[src/rtl/oem_dac_ctrl.sv]
// Output-memory write scheduler: packs the serial bit stream into bytes, spreads them
// over eight memories in a checkerboard pattern and zero-fills the remainder at end of frame.
module oem_dac_ctrl (
    input  logic       clk,
    input  logic       reset,
    input  logic       so_data,
    input  logic       so_valid,
    input  logic       pi_end,
    output logic [7:0] oem_dataout,
    output logic [4:0] oem_addr,
    output logic       odd1_wr,
    output logic       odd2_wr,
    output logic       odd3_wr,
    output logic       odd4_wr,
    output logic       even1_wr,
    output logic       even2_wr,
    output logic       even3_wr,
    output logic       even4_wr,
    output logic       oem_finish
);

    typedef enum logic [1:0] {COLLECT, FILL, DONE} state_t;

    state_t      state_q;
    logic [7:0]  shift_q;
    logic [2:0]  bitcnt_q;
    logic [8:0]  n_q;
    logic        end_seen_q;
    logic        vld_prev_q;
    logic [7:0]  dataout_q;
    logic [4:0]  addr_q;
    logic [7:0]  wr_q;
    logic        finish_q;

    logic [7:0]  shift_d;
    logic [7:0]  pad_d;
    logic        fill_go_d;

    // Strobe index: bit 2 = even bank, bits 1:0 = memory number - 1.
    function automatic logic [7:0] strobe_for(input logic [7:0] idx);
        return 8'd1 << {idx[0] ^ idx[3], idx[7:6]};
    endfunction

    assign shift_d   = {shift_q[6:0], so_data};
    assign pad_d     = shift_q << (4'd8 - {1'b0, bitcnt_q});
    assign fill_go_d = (state_q == COLLECT) && vld_prev_q && !so_valid
                       && (end_seen_q || pi_end);

    always_ff @(posedge clk) begin
        if (!reset) begin
            state_q    <= COLLECT;
            shift_q    <= '0;
            bitcnt_q   <= '0;
            n_q        <= '0;
            end_seen_q <= 1'b0;
            vld_prev_q <= 1'b0;
            dataout_q  <= '0;
            addr_q     <= '0;
            wr_q       <= '0;
            finish_q   <= 1'b0;
        end else begin
            wr_q       <= '0;
            vld_prev_q <= so_valid;
            case (state_q)
                COLLECT: begin
                    if (fill_go_d) begin
                        shift_q  <= '0;
                        bitcnt_q <= '0;
                        if (n_q[8]) begin
                            state_q  <= DONE;
                            finish_q <= 1'b1;
                        end else begin
                            // First fill write carries any partial byte, LSBs padded with zero.
                            wr_q      <= strobe_for(n_q[7:0]);
                            addr_q    <= n_q[5:1];
                            dataout_q <= (bitcnt_q != 3'd0) ? pad_d : 8'h00;
                            n_q       <= n_q + 9'd1;
                            state_q   <= FILL;
                        end
                    end else begin
                        if (pi_end) begin
                            end_seen_q <= 1'b1;
                        end
                        if (so_valid) begin
                            shift_q  <= shift_d;
                            bitcnt_q <= bitcnt_q + 3'd1;
                            if (bitcnt_q == 3'd7 && !n_q[8]) begin
                                wr_q      <= strobe_for(n_q[7:0]);
                                addr_q    <= n_q[5:1];
                                dataout_q <= shift_d;
                                n_q       <= n_q + 9'd1;
                            end
                        end
                    end
                end
                FILL: begin
                    if (n_q[8]) begin
                        state_q  <= DONE;
                        finish_q <= 1'b1;
                    end else begin
                        wr_q      <= strobe_for(n_q[7:0]);
                        addr_q    <= n_q[5:1];
                        dataout_q <= 8'h00;
                        n_q       <= n_q + 9'd1;
                    end
                end
                DONE: begin
                    finish_q <= 1'b1;
                end
                default: begin
                    state_q <= COLLECT;
                end
            endcase
        end
    end

    assign oem_dataout = dataout_q;
    assign oem_addr    = addr_q;
    assign odd1_wr     = wr_q[0];
    assign odd2_wr     = wr_q[1];
    assign odd3_wr     = wr_q[2];
    assign odd4_wr     = wr_q[3];
    assign even1_wr    = wr_q[4];
    assign even2_wr    = wr_q[5];
    assign even3_wr    = wr_q[6];
    assign even4_wr    = wr_q[7];
    assign oem_finish  = finish_q;

endmodule

[config.mk]
export PLATFORM = sky130hd
export DESIGN_NAME = oem_dac_ctrl
export DESIGN_NICKNAME = d
export VERILOG_FILES = /design/src/rtl/oem_dac_ctrl.sv
export SDC_FILE = /design/constraint.sdc
export NUM_CORES = 1
export LEC_CHECK = 0
export BUFFER_PORTS_ARGS = -buffer_cell sky130_fd_sc_hd__buf_2
export CELL_PAD_IN_SITES_DETAIL_PLACEMENT = 0
export CELL_PAD_IN_SITES_GLOBAL_PLACEMENT = 1
export CORE_MARGIN = 2
export CORE_UTILIZATION = 46
export CTS_CLUSTER_SIZE = 20
export DETAILED_ROUTE_END_ITERATION = 16
export GPL_TIMING_DRIVEN = 0
export PLACE_DENSITY_LB_ADDON = 0.1
export SLEW_MARGIN = 20
export SYNTH_ARGS = -nofsm -noshare
export SYNTH_HDL_FRONTEND = slang
export SYNTH_SLANG_ARGS = --single-unit
[constraint.sdc]
create_clock -name clk -period 4.9 [get_ports clk]
set_input_delay 1.47 -clock clk [delete_from_list [all_inputs] [get_ports clk]]
set_output_delay 1.47 -clock clk [all_outputs]
set_load 0.005 [all_outputs]
### Word level (Yosys, flattened, before mapping)

Index checks and enable logic that the tools add are counted.

| word-level totals | value |
|---|---|
| bits of input ports | 5 |
| logic and storage cells | 78 |
| output and inout port bits | 22 |
| register bits | 46 |

| cells by class | value |
|---|---|
| shift-type cells | 2 |
| add/sub/neg operators | 3 |
| reduce and logical (&&, ||, !) cells | 18 |
| equal/unequal tests | 9 |
| multiplexer cells | 33 |
| bitwise gates (word level) | 3 |

Operator list:

| operator | number |
|---|---|
| $mux 8 | 12 |
| $mux 9 | 4 |
| $pmux 8 s2 | 2 |
| $mux 5 | 4 |
| $pmux 9 s2 | 1 |
| $pmux 5 s2 | 1 |
| $add 9x1->9 const B | 1 |
| $reduce_and 3->1 | 3 |
| $shl 1x3->8 const A | 1 |
| $shl 8x4->8 | 1 |
| $mux 2 | 3 |
| $mux 3 | 2 |
| $ne 2x2->1 const B | 3 |
| $ne 3x3->1 const B | 2 |
| $pmux 2 s3 | 1 |
| $reduce_bool 3->1 | 2 |
| $reduce_and 5->1 | 1 |
| $logic_and 1x1->1 | 4 |
| $reduce_and 2->1 | 2 |
| $reduce_bool 2->1 | 2 |
| $sub 4x3->4 const A | 1 |
| $add 3x1->3 const B | 1 |
| $eq 3x3->1 const B | 1 |
| $ne 3x2->1 const B | 1 |
| 9 further kinds | 12 |

### Longest topological paths before layout

Gate-level depths: netlist of run 1.

| depth | value |
|---|---|
| depth after elaboration | 6 |
| gate-level depth with buffers | 9 |
| mapped depth without buffers | 9 |

### Worst setup path after synthesis of run 1

Ideal clock, no wire load.

| timing | value |
|---|---|
| kind | input-to-reg |
| from | in pi_end |
| to | reg dataout_q[7] (netlist: oem_dataout[7]) |
| buffers on the path | 3 |
| path slack | 2.020 ns |
| required time | 4.771 ns |
| stages | 8 |
| arrival time | 2.751 ns |
| library setup time | 0.129 ns |
| cell sequence | or2_0 buf_2 a221o_1 and2_4 buf_6 buf_6 o21ai_2 nor2_1 |

| on the way | value |
|---|---|
| longest elaborated chain between the ends | 4 |
| elaborated cells on any way between the ends | 8 |
| those cells by class | 3 x eq/ne; 2 x mux; 3 x reduce/logical |

Ends and longest elaborated chain:

| what | RTL line | text |
|---|---|---|
| from (decl) | 8 | `input logic pi_end,` |
| $logic_or 1x1->1 (*) | 47 | `&& (end_seen_q \|\| pi_end);` |
| $logic_and 1x1->1 (*) | 47 |  |
| $ne 3x3->1 (no source line) (tied with other cells) | -- |  |
| $reduce_and 5->1 (no source line) / $pmux 8 s2 (equally long branches) | -- |  |
| to (signal assigned) | 76 | `dataout_q <= (bitcnt_q != 3'd0) ? pad_d : 8'h00;` |
| to (signal assigned) | 90 | `dataout_q <= shift_d;` |
| to (decl) | 30 | `logic [7:0] dataout_q;` |

Every way passes the cells marked *; elsewhere a longest branch is shown, timed or not.
A chain may end at the register's enable or synchronous reset.

### Worst setup path after layout of run 1

Same ends and word-level chain as after synthesis.

==> results.md, run 1 <==
- The fraction of power spent switching nets is around a quarter.
- For this run, the total global-route usage over all layers was measured as 20.1%.
- The post-cts hold buffer count is 0.
- After synthesis, the mean cell area works out to ~8.3 um^2.
- The fraction of final layout cells sized beyond drive strength 1 is between 10% and 20%.
- The final count of hold timing violations is 0.
- Summing all flip-flop and latch instances after layout gives 921 um^2.
- Once routing completed, OpenROAD measured the worst setup slack at approximately 2.1 ns.
- The category of the worst setup path launch point is an input pin.
- Clock-pin slew was measured on the worst setup and hold paths at 0.08 ns.
- The final layout contains routed wiring with a total length of 4.94 mm.
- Relative to the synthesized area, the layout overhead comes to 13.2%.
- Yosys mapped a number of flops with a built-in enable equal to 0.
- The relative contribution of combinational cells to total power is between 10 and 15%.
- The pre-antenna-repair detailed-routing pass consisted of 4 iterations.
- The mapped netlist covers ~0.0022 mm^2.
- The post-layout utilization of the core is 53.2%.
- At the pin with the least slew margin, the transition time is between 0.5 and 0.6 ns.
- The area used by multi-input combinational logic is about 0.0012 mm^2.
- The per-cell via count in the routed design is 5.36.
- TritonCTS built the clock tree.
- The number of buffers on the longest clock path is 2.
- The path type of the worst setup path is input pin to register.
- After detailed routing, the number of remaining DRC violations is 0.
- The number of diodes added for antenna fixing is 0.
- The via count of the first global-routing pass is between 1.5k and 2k.
- The internal power of the cells totals approximately 0.00054 W.
- The floorplan step defined a die boundary enclosing 0.00533 mm^2.
- The data required time at the worst endpoint is 5.08 ns.
- The total number of nets in the final design is about 310.
- Buffers added to address setup during post-CTS repair amount to 0.
- The sequential share of the synthesized area is around 42%.
- Summed over all layers, the global routing overflow is 0.
- The cell family contributing the most delay on the critical path is compound AO/OA/AOI/OAI gates.
- In this run, CTS created clock tree buffers numbering 5.
- The effective utilization at floorplan is a little under half.
- Sorting the synthesized cells by area gives the leading types as sky130_fd_sc_hd__dfxtp_1 42%, sky130_fd_sc_hd__nand2_1 8.1%, sky130_fd_sc_hd__a21oi_1 4.3%.
- The width of the chip is 73.0 um.
- The buffer type at the clock tree root is sky130_fd_sc_hd__clkbuf_8.
- The maximum level of the CTS H-tree is 2.
- The tightest min-delay check is of the register to register type.
- The fmax is 0.359 GHz.
- The period utilization is approximately 57%.
- The maximum number of pins on one net before global-route repair is 14.
- Row generation in the floorplan step produced 25 rows.
- The placed instances occupy a cell area of approximately 0.0024 mm^2.
- The register-to-register setup slack is ~2.5 ns.
- Per report_power, the clock group accounts for about a third of the total.
- The worst slew slack as a fraction of its limit is about three fifths.
- After filler insertion, the fill cell instance count of the layout stands at between 400 and 500.
- The total clock sinks is between 40 and 50.
- The Yosys step of the flow raised 0 warnings.
- The number of port buffers is 26.
- Dividing the detail-routed wire length by the instance count gives around 14 um.
- The cell leakage power is ~0.98 nW.
- The final-report max-slew violation count came to 0.
- The stage delay of the slowest cell on the critical path is between 0.4 and 0.5 ns.
- The number of instances in the synthesized netlist is between 200 and 300.
- Of all nets on the critical path, the largest fanout is 10.
- Max-cap violations in this run came to 0.
- The number of antenna violations at the first check in global routing is 0.
- The post-placement worst setup slack is between 1.5 and 2 ns.
- The clock arrives with between 0.006 and 0.007 ns of skew.
- For the finished layout, the period the worst path requires is 2.79 ns.
- The setup TNS is 0 ns.
- STA classifies the critical path endpoint as a register.
- Summed over all nets, the switching power comes to ~0.0002 W.
- Once detail routing completed, the nets flagged for antenna violations numbered 0.
- The clock insertion delay at the later pin of the skew report is ~0.30 ns.
- The largest vdd supply drop is ~150 uV.
- Walking the worst path, the cells encountered are buf_2, or2_0, buf_2, a221o_1, and2_4, buf_6, buf_6, o21ai_2, nor2_1.
- STA puts the critical path data arrival time at 2.97 ns.
- The run finished with clean final reports.
- The number of nets in the synthesized netlist is 275.
- Yosys mapped the design onto 45 distinct sky130hd cell types.
- The number of failing setup endpoints in the final timing report is 0.
- The total core area is approximately 0.0047 mm^2.
- The most used flip-flop cell after synthesis is sky130_fd_sc_hd__dfxtp_1.
- The share of flip-flops with an asynchronous set or reset after synthesis is 0%.
- The number of gates given a new drive strength after cts is 0.
- Dividing total power by cell area gives a power density of roughly 300 mW/mm^2.
- The flip-flop and latch count after synthesis is 46.
- The die is ~73 um tall.
- For this block, the via count after detailed routing is about 1.9k.
- 27 I/O pins were placed.
- Counting both buffers and inverters, the worst setup path holds a total of 4.
- The portion of total power attributed to sequential cells is between 50% and 60%.
- Detailed placement ended at an HPWL of 3.59 mm.
- The cell type of the slowest stage on the worst timing path is sky130_fd_sc_hd__a221o_1.
- Setup repair after global routing left no endpoint under its margin.
- The proportion of netlist area held by the largest area contributor is roughly 42%.
- Once layout is done, the placed cells without fillers occupy around 0.0025 mm^2.
- Routability-driven placement finished with a final weighted congestion of ~0.8.
- The iteration-0 DRC count of the detailed router is 54.
- Summed over all instances, the cell type with the most area after synthesis is sky130_fd_sc_hd__dfxtp_1.
- The wire length of the first global-routing pass is 8.34 mm.
[tightest hold or removal path: stages (launching register included)]
cell and delay [ns]:
sky130_fd_sc_hd__dfxtp_1 0.31, sky130_fd_sc_hd__nand2_1 0.05, sky130_fd_sc_hd__a21boi_1 0.05
[synthesized netlist by cell type (2+ instances only)]
cell type	n
sky130_fd_sc_hd__nand2b_1	3
sky130_fd_sc_hd__buf_6	2
sky130_fd_sc_hd__o21ai_0	3
sky130_fd_sc_hd__a221oi_1	3
sky130_fd_sc_hd__inv_1	8
sky130_fd_sc_hd__or3_1	4
sky130_fd_sc_hd__dfxtp_1	46
sky130_fd_sc_hd__nor4_1	2
sky130_fd_sc_hd__a2111oi_0	2
sky130_fd_sc_hd__clkbuf_1	10
sky130_fd_sc_hd__o22ai_1	2
sky130_fd_sc_hd__nand3_1	13
sky130_fd_sc_hd__a21boi_1	4
sky130_fd_sc_hd__nor3_1	7
sky130_fd_sc_hd__and2_1	8
sky130_fd_sc_hd__a21oi_1	19
sky130_fd_sc_hd__mux2_2	4
sky130_fd_sc_hd__o21ai_2	4
sky130_fd_sc_hd__mux2i_1	7
sky130_fd_sc_hd__xnor2_1	5
sky130_fd_sc_hd__a31oi_1	2
sky130_fd_sc_hd__nand2_1	47
sky130_fd_sc_hd__nor2b_1	2
sky130_fd_sc_hd__buf_2	3
sky130_fd_sc_hd__ha_1	6
sky130_fd_sc_hd__o21a_1	2
sky130_fd_sc_hd__a21boi_0	7
sky130_fd_sc_hd__nand4_1	3
sky130_fd_sc_hd__nor2_1	20
[cells by family (layout without fill, tap and decap cells)]
kind of cell | count (synthesis) | in the layout | synth area share, %
muxes | 11 | 11 | 5.26
and+or+nand+nor | 117 | 117 | 25.0
adders and majority gates | 6 | 6 | 3.43
buffers and inverters | 24 | 58 | 5.15
xor gates and xnor gates | 6 | 6 | 2.40
DFF | 46 | 46 | 42.1
AOI/OAI and AO/OA | 54 | 54 | 16.6
[registers in the layout (all words and copies together) (netlist names)]
| signal | cells |
|---|---|
| n_q | 9 |
| oem_dataout | 8 |
| shift_q | 8 |
| wr_q | 8 |
| oem_addr | 5 |
| bitcnt_q | 3 |
| state_q | 2 |
| end_seen_q | 1 |
| oem_finish | 1 |
| vld_prev_q | 1 |
[metrics by stage]
stage / total power (W) / hold WS (ns) / std cells
floorplan: 0.000481 / 0.433 / 264
detailed placement: 0.000513 / 0.449 / 344
CTS: 0.000746 / 0.460 / 352
global route: 0.000775 / 0.479 / 352
global placement: 0.000512 / 0.441 / 344
finish: 0.000740 / 0.456 / 352
[cell type report]
| type | instances | share of cell area [%] |
|---|---|---|
| multi-input combinational | 194 | 46.6 |
| timing repair buffer | 26 | 5.25 |
| sequential | 46 | 37.2 |
| buffer | 16 | 3.33 |
| tap | 54 | 2.73 |
| clock inverter | 1 | 0.202 |
| inverter | 8 | 1.21 |
| clock buffer | 7 | 3.48 |
[cells in the final DEF, fill, tap and decap left out, types with 8 or more instances in the layout]
cell type / synthesis / routed
sky130_fd_sc_hd__nand2_1: 47 / 47
sky130_fd_sc_hd__nor2_1: 20 / 20
sky130_fd_sc_hd__and2_1: 8 / 8
sky130_fd_sc_hd__buf_2: 3 / 29
sky130_fd_sc_hd__inv_1: 8 / 8
sky130_fd_sc_hd__clkbuf_1: 10 / 11
sky130_fd_sc_hd__nand3_1: 13 / 13
sky130_fd_sc_hd__dfxtp_1: 46 / 46
sky130_fd_sc_hd__a21oi_1: 19 / 19
[layer usage]
metal | GRT usage, % | up-vias | routed length (um)
li1 | - | 972 | -
met1 | 24.9 | 875 | 2290
met2 | 34.4 | 33 | 2390
met3 | 4.14 | 6 | 188
met4 | 7.41 | 0 | 70
met5 | 0 | - | 0
[worst paths after layout]
path	start	cells after the start	end
worst max-delay path	pi_end	9	oem_dataout[7]
worst min-delay path	oem_addr[3]	2	oem_addr[3]
worst min register to register	oem_addr[3]	2	oem_addr[3]
worst max register to register	bitcnt_q[0]	8	oem_dataout[7]
[power by group through the flow]
stage | combinational, W | clock [W] | sequential [W]
2_1_floorplan | 0.0000790 | 0 | 0.000402
3_3_place_gp | 0.000109 | 0 | 0.000403
3_5_place_dp | 0.000110 | 0 | 0.000403
4_1_cts | 0.000110 | 0.000242 | 0.000394
5_1_grt | 0.000123 | 0.000256 | 0.000396
6_report | 0.000110 | 0.000236 | 0.000394
Power figures use the tool's default switching activity.
==> run 2: changes to the inputs <==
--- a/config.mk
+++ b/config.mk
@@ -9,7 +9,7 @@
 export CELL_PAD_IN_SITES_DETAIL_PLACEMENT = 0
 export CELL_PAD_IN_SITES_GLOBAL_PLACEMENT = 1
 export CORE_MARGIN = 2
-export CORE_UTILIZATION = 46
+export CORE_UTILIZATION = 43
 export CTS_CLUSTER_SIZE = 20
 export DETAILED_ROUTE_END_ITERATION = 16
 export GPL_TIMING_DRIVEN = 0
==> constraint.sdc (replaced) <==
create_clock -name clk -period 2.9 [get_ports clk]
set_input_delay 0.87 -clock clk [delete_from_list [all_inputs] [get_ports clk]]
set_output_delay 0.87 -clock clk [all_outputs]
set_load 0.005 [all_outputs]
==> run 2 against run 1 <==
  * Via count grew 1.3%
  * Worst setup slack lost 1.7 ns
  * Count of clock-buffer cells in the layout shrank 2
  * Clock power grew 67%
  * Critical path type is now register to register
==> results.md, run 2 (synthesis results as in run 1) <==
- The flow ran to the end, and the final reports show no timing, DRC or antenna violations.
- The sum of net half-perimeters after detailed placement is 3.69 mm (+2.7%).
- The number of port buffers is 26 (unchanged).
- The die height is 75.3 um (+3.2%).
- STA classifies the critical path startpoint as a register.
- The iteration-0 DRC count of the detailed router came to 74 (+37%).
- The largest driver fanout on the critical path was 10 (unchanged).
- Among all stages on the critical path, the largest delay is contributed by sky130_fd_sc_hd__a2111oi_0.
- The global-route total usage across every layer is 19.3% (-0.87 points).
- The clock insertion delay at the later pin of the skew report is 0.29 ns (about the same).
- The count of maximum capacitance violations came to 0 (unchanged).
- The effective utilization at floorplan was 45.4% (-1.5 points).
- The relative contribution of combinational cells to total power was 15.1% (+0.2 points).
- The number of diodes added for antenna fixing was 0 (unchanged).
- The TritonCTS clock tree is built.
- The data arrival time of the critical path is 2.66 ns (-0.31 ns).
- The via count of the first global-routing pass came to 1,682 (-3.3%).
- The transition time at the pin with the least slew margin is 0.557 ns (-0.0343 ns).
- The final routed wirelength across all metal layers is 5.13 mm (+3.9%).
- The number of failing setup endpoints in the final timing report is 0 (unchanged).
- The number of antenna violations at the first check in global routing is 0 (unchanged).
- Traced cell by cell, the critical path runs through inv_1, ha_1, ha_1, clkbuf_1, mux2i_1, nor4_1, a2111oi_0, nor2_1.
- The critical path buffer and inverter count was 2 (-2).
- The portion of total power attributed to sequential cells was 53.4% (about the same).
- Leaving out fill and tap cells, the most frequent cell in the layout is sky130_fd_sc_hd__nand2_1.
- The critical path's most frequent cell is sky130_fd_sc_hd__ha_1.
- The total number of nets in the final design came to 308 (unchanged).
- The cell leakage power is 0.973 nW (-0.42%).
- The final-report max-slew violation count is 0 (unchanged).
- The kind of end point of the critical path is a register.
- The total power is 0.00125 W (+69%).
- The maximum level of the CTS H-tree is 2 (unchanged).
- The library cells used most frequently in the layout, excluding fill and tap cells, are 47 x sky130_fd_sc_hd__nand2_1, 46 x sky130_fd_sc_hd__dfxtp_1, 29 x sky130_fd_sc_hd__buf_2, 20 x sky130_fd_sc_hd__nor2_1, 19 x sky130_fd_sc_hd__a21oi_1.
- The length in cells of the worst reg-to-reg path came to 8 (unchanged).
- The setup TNS is 0 ns (unchanged).
- The via count is 1,911 (+1.3%).
- The number of buffers on the longest clock path was 2 (unchanged).
- The number of rows created at floorplan is 25 (unchanged).
- The wire length of the first global-routing pass is 8.36 mm (+0.24%).
- The data required time at the worst endpoint is 3.08 ns (-2.00 ns).
- Setup repair after global routing left no endpoint under its margin.
- The number of antenna-violating nets in the routed design is 0 (unchanged).
- The maximum number of pins on one net before global-route repair is 16 (+2).
- The residual DRC count came to 0 (unchanged).
- The post-placement worst setup slack was 0.376 ns (-1.41 ns).
- The fraction of power spent switching nets is 28.5% (+1.8 points).
- The worst slew slack as a fraction of its limit was 62.7% (+2.1 points).
- The number of setup buffers added after CTS is 0 (unchanged).
- Relative to the synthesized area, the layout overhead comes to 13.9%.
- The clock tree skew after final layout is 0.00193 ns (-0.00429 ns).
- The detail-routed net length per standard cell is 14.1 um (+0.21%).
- The clock network power share is 31.5% (-0.3 points).
- More flip-flops sit in one register than any other, and that register is n_q.
- The depth of the critical timing path with buffers and inverters included was 8 (-1).
- The total clock sinks is 46 (unchanged).
- The power dissipated by switching net loads is 0.000357 W (+80%).
- The smallest setup slack after layout is 0.413 ns (-1.70 ns).
- The power density normalized to cell area is 502 mW/mm^2 (+68%).
- The period utilization is 85.8%.
- Timing would allow up to around 0.4 GHz.
- The post-CTS clock slew at the launch and capture registers of the worst setup and hold paths is 0.09 ns (about the same).
- The total die area was 0.00568 mm^2 (+6.6%).
- The number of gates given a new drive strength after cts is 0 (unchanged).
- The internal power summed over all cells was 0.000894 W (+65%).
- The largest vdd supply drop came to 294 uV (+94%).
- The fraction of final layout cells sized beyond drive strength 1 is 17.1% (+0.34 points).
- The stage delay of the slowest cell on the critical path is 0.47 ns (+0.03 ns).
- The overflow left after global routing is 0 (unchanged).
- The number of inserted filler cells in the final layout is 515 (+7.3%).
- The number of flip-flops in the largest register came to 9 (unchanged).
- The number of iterations in the first detailed-routing pass is 4 (unchanged).
- The path type of the worst setup path is register to register.
- The path class of the tightest hold or removal check is register to register.
- The total core area is 0.00482 mm^2 (+3.4%).
- The post-layout utilization of the core came to 51.7% (-1.4 points).
- The total clock buffers created by CTS is 5 (unchanged).
- The hold path depth was 2 (unchanged).
- The per-cell via count in the routed design is 5.24 (-2.3%).
- The tree is rooted in a sky130_fd_sc_hd__clkbuf_8.
- The last weighted congestion value of the routability-driven placer is 0.936 (+14%).
- The post-cts hold buffer count is 0 (unchanged).
- The width of the chip is 75.3 um (+3.2%).
- The cell family contributing the most delay on the critical path is adder cells.
- The routed design could run at a clock period as short as between 2 and 2.5 ns.
- The count of boundary I/O pins came to 27 (unchanged).
- The final count of hold timing violations is 0 (unchanged).
-- run 2: per-layer routing --
layer  up-vias  global-route usage [%]  wire [um]  share of wire [%]
li1        982                       -          -                  -
met2        42                    29.0       2120                 41
met3         4                    3.17        231                4.5
met4         0                    4.09         32               0.62
met5         -                       0          0                  0
met1       883                    29.0       2740                 53
-- run 2: worst min-delay path: stages (launching register included) --
cell	delay [ns]
sky130_fd_sc_hd__dfxtp_1	0.31
sky130_fd_sc_hd__nand2_1	0.05
sky130_fd_sc_hd__a21boi_1	0.05
-- run 2: power by group through the flow --
stage	Combinational, W	Clock [W]	Sequential, W
floorplan	0.000134	0	0.000680
global placement	0.000187	0	0.000683
CTS	0.000188	0.000410	0.000668
detailed placement	0.000187	0	0.000682
global route	0.000209	0.000435	0.000671
finish	0.000188	0.000394	0.000668
-- run 2: worst paths after layout --
kind / slack [ns] / endpoint / startpoint
hold / removal: 0.46 / oem_addr[2] / oem_addr[2]
setup / recovery: 0.41 / oem_dataout[7] / bitcnt_q[0]
hold reg to reg: 0.46 / oem_addr[2] / oem_addr[2]
setup reg to reg: 0.41 / oem_dataout[7] / bitcnt_q[0]
-- run 2: layout make-up --
| type | instances | area (um^2) | share of cell area (%) |
|---|---|---|---|
| tap | 67 | 83.8 | 3.36 |
| sequential | 46 | 921 | 36.9 |
| buffer | 16 | 82.6 | 3.31 |
| multi-input combinational | 194 | 1150 | 46.3 |
| inverter | 8 | 30.0 | 1.20 |
| clock inverter | 3 | 21.3 | 0.853 |
| timing repair buffer | 26 | 130 | 5.22 |
| clock buffer | 5 | 68.8 | 2.76 |
-- run 2: stage by stage --
step	hold slack [ns]	area, um^2	std cells
after floorplan	0.433	2190	264
after global placement	0.439	2400	357
after detailed placement	0.450	2400	357
after CTS	0.464	2490	365
after global routing	0.472	2490	365
final	0.457	2490	365
==> run 3: changes to the inputs <==
--- a/config.mk
+++ b/config.mk
@@ -13,7 +13,7 @@
 export CTS_CLUSTER_SIZE = 20
 export DETAILED_ROUTE_END_ITERATION = 16
 export GPL_TIMING_DRIVEN = 0
-export PLACE_DENSITY_LB_ADDON = 0.1
+export PLACE_DENSITY_LB_ADDON = 0.05
 export SLEW_MARGIN = 20
 export SYNTH_ARGS = -nofsm -noshare
 export SYNTH_HDL_FRONTEND = slang
==> run 3 against run 2 <==
  * Routed wire length is 0.58% higher
  * Highest routed layer unchanged
  * Global-route usage is 0.17 points higher
  * Critical endpoint unchanged
  * Hold slack hardly changed
  * Non-clock buffer count stayed put
==> results.md, run 3 (synthesis results as in run 1) <==
- The routed length on met1 is 2.77 mm (+0.98%).
- The total die area came to 0.00568 mm^2 (unchanged).
- The final-report max-slew violation count came to 0 (unchanged).
- The power density normalized to cell area is 531 mW/mm^2 (+5.8%).
- The width of the chip is 75.3 um (unchanged).
- The run finished with clean final reports.
- The clock insertion delay at the later pin of the skew report is 0.30 ns (about the same).
- The area used by multi-input combinational logic is 0.00115 mm^2 (unchanged).
- The iteration-0 DRC count of the detailed router was 68 (-8.1%).
- The clock network power share was 36.0% (+4.5 points).
- The smallest setup slack after layout is 0.521 ns (+0.108 ns).
- The number of diodes added for antenna fixing is 0 (unchanged).
- The critical path buffer and inverter count is 2 (unchanged).
- In this run the worst setup path begins at bitcnt_q[0].
- Walking the worst path, the cells encountered are inv_1, ha_1, ha_1, clkbuf_1, mux2i_1, nor4_1, a2111oi_0, nor2_1.
- The number of antenna violations at the first check in global routing is 0 (unchanged).
- The footprint of the flip-flops and latches is 921 um^2 (unchanged).
- The fmax is 0.420 GHz (+4.5%).
- The fraction of power spent switching nets is 26.4% (-2.1 points).
- The post-route minimum period is 2.38 ns (-0.108 ns).
- The internal power summed over all cells was 0.000981 W (+9.8%).
- The global-route total usage across every layer is 19.4% (+0.17 points).
- The post-cts hold buffer count is 0 (unchanged).
- The largest register by flop count is n_q.
- The overflow left after global routing was 0 (unchanged).
- The number of cells after detailed placement is 357 (unchanged).
- The stage delay of the slowest cell on the critical path is 0.42 ns (-0.05 ns).
- The number of port buffers came to 26 (unchanged).
- The final routed wirelength across all metal layers came to 5.16 mm (+0.58%).
- The uppermost metal layer occupied by signal nets is met4.
- The count of maximum capacitance violations was 0 (unchanged).
- The synthesis-to-layout area growth is 14.8%.
- The hold path depth is 2 (unchanged).
- The transition time at the pin with the least slew margin was 0.551 ns (-0.00635 ns).
- The setup path with the least slack is of type register to register.
- The cell leakage power was 0.980 nW (+0.75%).
- The sum of net half-perimeters after detailed placement is 3.75 mm (+1.8%).
- The kind of end point of the critical path is a register.
- The number of gates given a new drive strength after cts came to 0 (unchanged).
- The number of buffers on the longest clock path is 2 (unchanged).
- The class of the worst hold path is register to register.
- The depth of the critical timing path with buffers and inverters included is 8 (unchanged).
- The period utilization is 82.0% (-3.7 points).
- Among the stages of the critical path, the cell type that occurs most often is sky130_fd_sc_hd__ha_1.
- The wire length on met3 is 202 um (-13%).
- The relative contribution of combinational cells to total power was 13.9% (-1.2 points).
- TritonCTS built the clock tree.
- The register-to-register setup slack is 0.52 ns (+0.11 ns).
- The clock tree skew after final layout was 0.00225 ns (+0.000326 ns).
- The worst slew slack as a fraction of its limit was 63.3% (+0.56 points).
- The via count is 1,885 (-1.4%).
- The number of flip-flops in the largest register came to 9 (unchanged).
- The post-CTS clock slew at the launch and capture registers of the worst setup and hold paths is 0.09 ns (about the same).
- The fraction of final layout cells sized beyond drive strength 1 is 16.8% (-0.34 points).
- The sink of the worst hold path is oem_addr[2].
- The number of antenna-violating nets in the routed design came to 0 (unchanged).
- The data arrival time of the critical path is 2.57 ns (-0.09 ns).
- The cell family contributing the most delay on the critical path is adder cells.
- The cell type of the slowest stage on the worst timing path is sky130_fd_sc_hd__dfxtp_1.
- The number of setup buffers added after CTS is 0 (unchanged).
- The data required time at the worst endpoint is 3.09 ns (about the same).
- The die height came to 75.3 um (unchanged).
- The per-cell via count in the routed design came to 5.16 (-1.4%).
- The category of the worst setup path launch point is a register.
- The top cell types in the final layout, fill and taps aside, are 47 x sky130_fd_sc_hd__nand2_1, 46 x sky130_fd_sc_hd__dfxtp_1, 29 x sky130_fd_sc_hd__buf_2, 20 x sky130_fd_sc_hd__nor2_1, 19 x sky130_fd_sc_hd__a21oi_1.
- The wire length of the first global-routing pass is 8.26 mm (-1.1%).
- The library cell used most frequently in the layout, excluding fill and tap cells, is sky130_fd_sc_hd__nand2_1.
- The detailed route wirelength on metal2 is 2.13 mm (+0.47%).
- The largest vdd supply drop is 233 uV (-21%).
- The total clock sinks is 46 (unchanged).
- The effective utilization at floorplan came to 45.4% (unchanged).
- The final count of hold timing violations is 0 (unchanged).
- The post-placement worst setup slack came to 0.390 ns (+0.0141 ns).
- The worst hold path begins at oem_addr[2].
- The residual DRC count is 0 (unchanged).
- The final standard cell area without fillers is 0.00251 mm^2 (+0.80%).
- The total number of nets in the final design came to 308 (unchanged).
- The last weighted congestion value of the routability-driven placer is 0.867 (-7.4%).
- The final standard cell count with taps included and fillers excluded came to 365 (unchanged).
- The endpoint of the most critical register-to-register path is oem_dataout[7].
- The setup TNS is 0 ns (unchanged).
- The length in cells of the worst reg-to-reg path is 8 (unchanged).
- The number of inserted filler cells in the final layout is 508 (-1.4%).
- The number of rows created at floorplan was 25 (unchanged).
- The portion of total power attributed to sequential cells is 50.1% (-3.3 points).
- Setup repair after global routing left no endpoint under its margin.
- The post-layout utilization of the core is 52.2% (+0.42 points).
- The detail-routed net length per standard cell is 14.1 um (+0.58%).
- The via count of the first global-routing pass is 1,689 (+0.42%).
- The total core area is 0.00482 mm^2 (unchanged).
- The maximum number of pins on one net before global-route repair came to 15 (-1).
- The worst register-to-register path begins at bitcnt_q[0].
- The buffer type at the clock tree root is sky130_fd_sc_hd__clkbuf_8.
- The total clock buffers created by CTS is 5 (unchanged).
- The number of failing setup endpoints in the final timing report was 0 (unchanged).
- The number of iterations in the first detailed-routing pass is 4 (unchanged).
- The count of boundary I/O pins is 27 (unchanged).
- The largest driver fanout on the critical path is 10 (unchanged).
- The maximum level of the CTS H-tree is 2 (unchanged).
- The placed standard-cell area is 0.00240 mm^2 (unchanged).
- The power dissipated by switching net loads is 0.000353 W (-1.1%).
run 3: changes by cell type in the layout (fill, tap and decap cells not counted):
cell	delta
sky130_fd_sc_hd__clkbuf_1	+1
sky130_fd_sc_hd__clkinv_4	-1
sky130_fd_sc_hd__bufinv_16	+1
sky130_fd_sc_hd__clkinv_2	-1
run 3: per-layer routing:
| metal | vias to the layer above | GRT usage [%] |
|---|---|---|
| li1 | 971 | - |
| met1 | 876 | 28.8 |
| met2 | 33 | 27.9 |
| met3 | 5 | 5.03 |
| met4 | 0 | 5.26 |
| met5 | - | 0 |
run 3: power by group through the flow:
stage                     sequential, W  clock (W)  combinational [W]
after CTS                      0.000668   0.000493           0.000186
after detailed placement       0.000683          0           0.000185
after global placement         0.000683          0           0.000186
after floorplan                0.000680          0           0.000134
final                          0.000668   0.000480           0.000186
after global routing           0.000671   0.000516           0.000207
run 3: per-stage QoR:
| stage | hold slack [ns] | power, W |
|---|---|---|
| finish | 0.457 | 0.00133 |
| global route | 0.478 | 0.00139 |
| CTS | 0.465 | 0.00135 |
| detailed placement | 0.449 | 0.000868 |
| global placement | 0.440 | 0.000869 |
| floorplan | 0.433 | 0.000813 |
run 3: tightest hold or removal path, delay by kind of cell, from the launching register on:
kind               cells  cell delay [ns]
AOI/OAI and AO/OA      1             0.05
and+or+nand+nor        1             0.05
DFF                    1             0.31
run 3: cell type report:
| type | instances | area share, % |
|---|---|---|
| plain buffers | 16 | 3.29 |
| clock buffers | 6 | 2.89 |
| clock inverters | 2 | 1.49 |
| inverters | 8 | 1.20 |
| multi-input cells | 194 | 46.0 |
| flip-flops and latches | 46 | 36.7 |
| well taps | 67 | 3.34 |
| repair buffers | 26 | 5.18 |
run 3: worst max path at each step:
stage                     endpoint
finish              oem_dataout[7]
global route        oem_dataout[7]
CTS                 oem_dataout[7]
detailed placement  oem_dataout[5]
global placement    oem_dataout[5]
floorplan           oem_dataout[7]
